$ cat config.mk
export PLATFORM = sky130hd
export DESIGN_NAME = xoodoo_rdi_ctrl
export DESIGN_NICKNAME = d
export VERILOG_FILES = /design/src/rtl/xoodoo_rdi_ctrl.sv
export SDC_FILE = /design/constraint.sdc
export NUM_CORES = 1
export LEC_CHECK = 0
export BUFFER_PORTS_ARGS = -buffer_cell sky130_fd_sc_hd__buf_2
export CAP_MARGIN = 20
export CORE_AREA = 2 2 311 313
export DETAILED_ROUTE_END_ITERATION = 6
export DIE_AREA = 0 0 313 315
export SETUP_SLACK_MARGIN = 0.3
export SLEW_MARGIN = 30
export SYNTH_ARGS = -nofsm -noshare
export SYNTH_HDL_FRONTEND = slang
export SYNTH_SLANG_ARGS = --single-unit
$ cat constraint.sdc
create_clock -name clk -period 2.8 [get_ports clk]
set_input_delay 0.14 -clock clk [delete_from_list [all_inputs] [get_ports clk]]
set_output_delay 0.14 -clock clk [all_outputs]
set_load 0.1 [all_outputs]
$ cat src/rtl/xoodoo_rdi_ctrl.sv
// Sequencer for the masked Xoodoo round: per-round rdi0/rdi1 strobes, fresh LFSR randomness,
// round constants and first-round select. 3 cycles per round; start/seed_load are only honoured in IDLE.
module xoodoo_rdi_ctrl #(
    parameter int NROUNDS = 12
) (
    input  logic         clk,
    input  logic         rst,
    input  logic [383:0] seed_in,
    input  logic         seed_load,
    input  logic         start,
    output logic [383:0] rdi,
    output logic         rdi0_en,
    output logic         rdi1_en,
    output logic [31:0]  rconst,
    output logic         first_round,
    output logic         busy,
    output logic         perm_done
);

    typedef enum logic [2:0] {IDLE, R0, R1, R2, DONE} state_t;

    localparam logic [3:0] LAST_RND = 4'(NROUNDS - 1);
    localparam logic [3:0] RC_BASE  = 4'(12 - NROUNDS);

    state_t       state, state_nxt;
    logic [3:0]   round_cnt, round_cnt_nxt;
    logic         seeded;
    logic [383:0] lanes, lanes_step, seed_fixed;

    function automatic logic [31:0] rc_lookup(input logic [3:0] idx);
        case (idx)
            4'd0:    rc_lookup = 32'h58;
            4'd1:    rc_lookup = 32'h38;
            4'd2:    rc_lookup = 32'h3C0;
            4'd3:    rc_lookup = 32'hD0;
            4'd4:    rc_lookup = 32'h120;
            4'd5:    rc_lookup = 32'h14;
            4'd6:    rc_lookup = 32'h60;
            4'd7:    rc_lookup = 32'h2C;
            4'd8:    rc_lookup = 32'h380;
            4'd9:    rc_lookup = 32'hF0;
            4'd10:   rc_lookup = 32'h1A0;
            4'd11:   rc_lookup = 32'h12;
            default: rc_lookup = 32'h0;
        endcase
    endfunction

    // A zero lane would lock the LFSR, so it is replaced by 1 on load.
    always_comb begin
        lanes_step = '0;
        seed_fixed = '0;
        for (int i = 0; i < 12; i++) begin
            lanes_step[32*i +: 32] = lanes[32*i] ? ((lanes[32*i +: 32] >> 1) ^ 32'h8020_0003)
                                                 : (lanes[32*i +: 32] >> 1);
            seed_fixed[32*i +: 32] = (seed_in[32*i +: 32] == 32'h0) ? 32'h1 : seed_in[32*i +: 32];
        end
    end

    always_comb begin
        state_nxt     = state;
        round_cnt_nxt = round_cnt;
        rdi           = '0;
        rdi0_en       = 1'b0;
        rdi1_en       = 1'b0;
        rconst        = 32'h0;
        first_round   = 1'b0;
        busy          = 1'b0;
        perm_done     = 1'b0;
        case (state)
            IDLE: begin
                if (start && seeded && !seed_load)
                    state_nxt = R0;
            end
            R0: begin
                rdi0_en     = 1'b1;
                rdi         = lanes;
                rconst      = rc_lookup(RC_BASE + round_cnt);
                first_round = (round_cnt == 4'd0);
                busy        = 1'b1;
                state_nxt   = R1;
            end
            R1: begin
                // Lanes already stepped once at the end of R0.
                rdi1_en     = 1'b1;
                rdi         = lanes;
                rconst      = rc_lookup(RC_BASE + round_cnt);
                first_round = (round_cnt == 4'd0);
                busy        = 1'b1;
                state_nxt   = R2;
            end
            R2: begin
                rconst      = rc_lookup(RC_BASE + round_cnt);
                first_round = (round_cnt == 4'd0);
                busy        = 1'b1;
                if (round_cnt < LAST_RND) begin
                    round_cnt_nxt = round_cnt + 4'd1;
                    state_nxt     = R0;
                end else begin
                    state_nxt = DONE;
                end
            end
            DONE: begin
                busy          = 1'b1;
                perm_done     = 1'b1;
                round_cnt_nxt = 4'd0;
                state_nxt     = IDLE;
            end
            default: state_nxt = IDLE;
        endcase
    end

    always_ff @(posedge clk) begin
        if (rst) begin
            state     <= IDLE;
            round_cnt <= 4'd0;
            seeded    <= 1'b0;
            lanes     <= {12{32'h0000_0001}};
        end else begin
            state     <= state_nxt;
            round_cnt <= round_cnt_nxt;
            if (state == IDLE && seed_load) begin
                lanes  <= seed_fixed;
                seeded <= 1'b1;
            end else if (rdi0_en || rdi1_en) begin
                lanes <= lanes_step;
            end
        end
    end

endmodule
==> impl_metrics.yaml <==
die:
  dieArea_mm2: 0.0986
  coreArea_mm2: 0.0957
  die_x_um: 313
  fp.dieH_um: 315
  ioPinCount: 809
  start_util_pct: 21.1
  rows: 114
synthesis:
  netlist-cell-type-count: 56
  synth-seq-area-share_pct: 39.7
  ys_async_sr_fraction_pct: 0
  synth_area_mm2: 0.0202
  avgSynthCellArea_um2: 8.19
  synth-seq-cells: 401
  synth_flop_cell: "dfxtp_1"
  syn_inst: 2470
  synth_warnings: 0
  synth-edff-count: 0
job:
  cap_violations: 0
cells_and_area:
  drive_gt1_share_pct: 32.3
  fill_cells: 9242
  fin_cells: 4868
  utilization_pct: 38.3
  design_area_mm2: 0.0367
  areaGrowthSynthToFinish_pct: 81.3
  final_nets: 3941
route:
  dr.pass1.iters: 5
  drc_errors: 0
  num_vias: 23900
  detail_route.wl_per_cell_um: 20.6
  ant_nets: 0
  viasPerCell: 4.91
  first_iter_violations: 1967
  wl_um: 100000
placement:
  numPortBuffers: 785
  place_area_mm2: 0.0303
  gp_congestion: 0.954
  dpl.cell_count: 4361
  hpwlAfterDp_um: 65600
sta:
  rsz0062_at_grt: "yes"
  slew_violations: 0
  period_share_pct: 86.6
  worst_pin_slew_ps: 1020
  hold_ws_ps: 158
  slew_headroom_pct: 31.9
  hold_viol: 0
  finalSetupViolations: 0
  fmaxAchievable_mhz: 412
  fin_crit_ps: 2420
  tns_ps: 0
  finClkSkew_ps: 16.4
pwr:
  leakage_nw: 14.8
  vdd.ir_drop.worst_v: 0.000745
  powerDensity_mw_per_mm2: 1300
worst_setup_path:
  crit_path_end_kind: "primary output"
  cp-start-kind: "register"
  cp_slowest_cell: "dfxtp_1"
  path_delay_family: "buffers and inverters"
  rr_worst_depth: 6
  cp_num_buf_inv: 4
  cp.arrival_ps: 2280
  crit_path_end: "rdi[139]"
  path_common_cell: "buf_12"
  rr_endpoint: "lanes[64]$_SDFFE_PP1P_"
  crit_type: "reg -> out"
  slowest_delay_ps: 330
  crit_fanout: 22
  crit_start: "state[0]$_SDFFE_PP0P_"
  rrSetupSlack_ps: 400
  required_ps: 2660
  timing.critical_path.cells: "xnor2_2 > nor2_4 > buf_4 > buf_12 > buf_16 > and2_1 > buf_12"
  crit_cells: 7
  reg2reg_from: "state[1]$_SDFFE_PP0P_"
clock_network:
  htreeDepth: 2
  cts.sink_count: 401
  clk_path_buf_depth: 3
  cts_tree: "built"
  cts_root_buffer: "clkbuf_16"
  clkLatencyLatePin_ps: 620
  clkTransAtPathRegs_ps: 60
  numCtsBuffers: 49
hold_path:
  min_path_type: "in -> reg"
  hp-start: "seed_load"
outcome:
  outcome: "finished clean"
global_route:
  grt_pass1_wl_um: 144000
  grt_max_degree: 151
  antenna_found_initial: 10
  overflow: 0
  grt_usage_pct: 18.9
  grt_pass1_vias: 23400
==> tightest hold or removal path, cell delays in order <==
cell and delay, ps:
buf_2 90, inv_1 90, a31oi_1 190, nor2_1 50
a21oi_1 110, nor3_1 50
==> layer usage <==
layer | GRT usage, % | vias to the layer above | wire [µm]
met2 | 30.9 | 1262 | 46800
met1 | 22.5 | 11400 | 39800
met4 | 10.1 | 2 | 5560
met5 | 0 | - | 13
li1 | - | 10900 | -
met3 | 5.01 | 341 | 8280
==> report_power, final <==
group,internal [mW],switching (mW),total (mW)
registers,8.04,1.53,9.57
logic,10.7,20.6,31.3
clock network,4.16,2.72,6.88
total,22.9,24.9,47.7
==> stage by stage <==
| step | worst slack (ps) | power [mW] |
|---|---|---|
| final | 376 | 47.7 |
| after global routing | 272 | 49.9 |
| after CTS | 207 | 47.5 |
| after detailed placement | 474 | 38.5 |
| after global placement | 519 | 38.3 |
| after floorplan | 408 | 29.0 |
==> cell families after synthesis <==
kind of cell,count (synthesis),synth area share (%)
AO/OA/AOI/OAI,442,14.6
AND/OR/NAND/NOR,1315,36.3
XOR/XNOR,37,1.64
buffers and inverters,265,7.21
other,1,0.0185
adder cells (fa/ha/maj),6,0.371
multiplexers,3,0.167
flip-flops,401,39.7
==> synth_stat cells, types with 30 or more instances <==
master,count,share of area (%)
xor2_1,33,1.4
nor3_1,238,5.9
dfxtp_1,401,40
a211oi_1,167,6.2
nor3_2,119,5.9
o22ai_1,178,5.5
buf_6,32,1.8
nor2_1,384,7.1
buf_4,30,1.1
clkbuf_1,89,1.7
a21oi_1,54,1.3
nand2_1,48,0.89
and2_1,379,12
nor4_1,97,3.0
buf_2,86,2.1
==> how the worst min path moves through the flow <==
stage / end / slack [ps] / cells after the start
2_1_floorplan: lanes[128]$_SDFFE_PP1P_ / 300 / 2
3_3_place_gp: lanes[160]$_SDFFE_PP1P_ / 410 / 3
3_5_place_dp: lanes[160]$_SDFFE_PP1P_ / 410 / 3
4_1_cts: state[0]$_SDFFE_PP0P_ / 100 / 6
5_1_grt: state[0]$_SDFFE_PP0P_ / 160 / 6
6_report: state[0]$_SDFFE_PP0P_ / 160 / 6
==> final cells by class <==
cell class | count | area, µm² | area share, %
Timing Repair Buffer | 1245 | 14200 | 38.7
Multi-Input combinational cell | 1826 | 11000 | 30.1
Sequential cell | 401 | 8030 | 21.9
Tap cell | 1276 | 1600 | 4.35
Clock buffer | 69 | 1410 | 3.85
Clock inverter | 21 | 297 | 0.808
Inverter | 24 | 90.1 | 0.246
Antenna cell | 6 | 15.0 | 0.0409
==> registers in the layout (all words and copies together) (netlist names), named ones only <==
name	flops
round_cnt	4
lanes	384
state	3
seeded	1
==> what timing repair did <==
action	CTS	global route
resized for setup	104	58
endpoints found under the hold margin	389	0
gates cloned	8	2
buffers inserted	6	4
hold buffers	391	0
endpoints found under the setup margin	272	207
pin swaps	1	3
==> placed cells by master (no fill, tap or decap), drive strengths merged, types with 4 or more instances in the layout <==
cell type and n:
xor2 33, o22ai 178, diode 6, a21oi 54
clkbuf 71, dfxtp 401, nor2 386, a211oi 167
nand2 50, nor4 98, inv 27, and2 379
nor3 357, ha 6, a311oi 15, dlygate4sd3 391
xnor2 4, conb 23, buf 849, nand2b 6
bufinv 7, nand4 24, clkinv 9, o21ai 17
(Power assumes the default switching activity.)
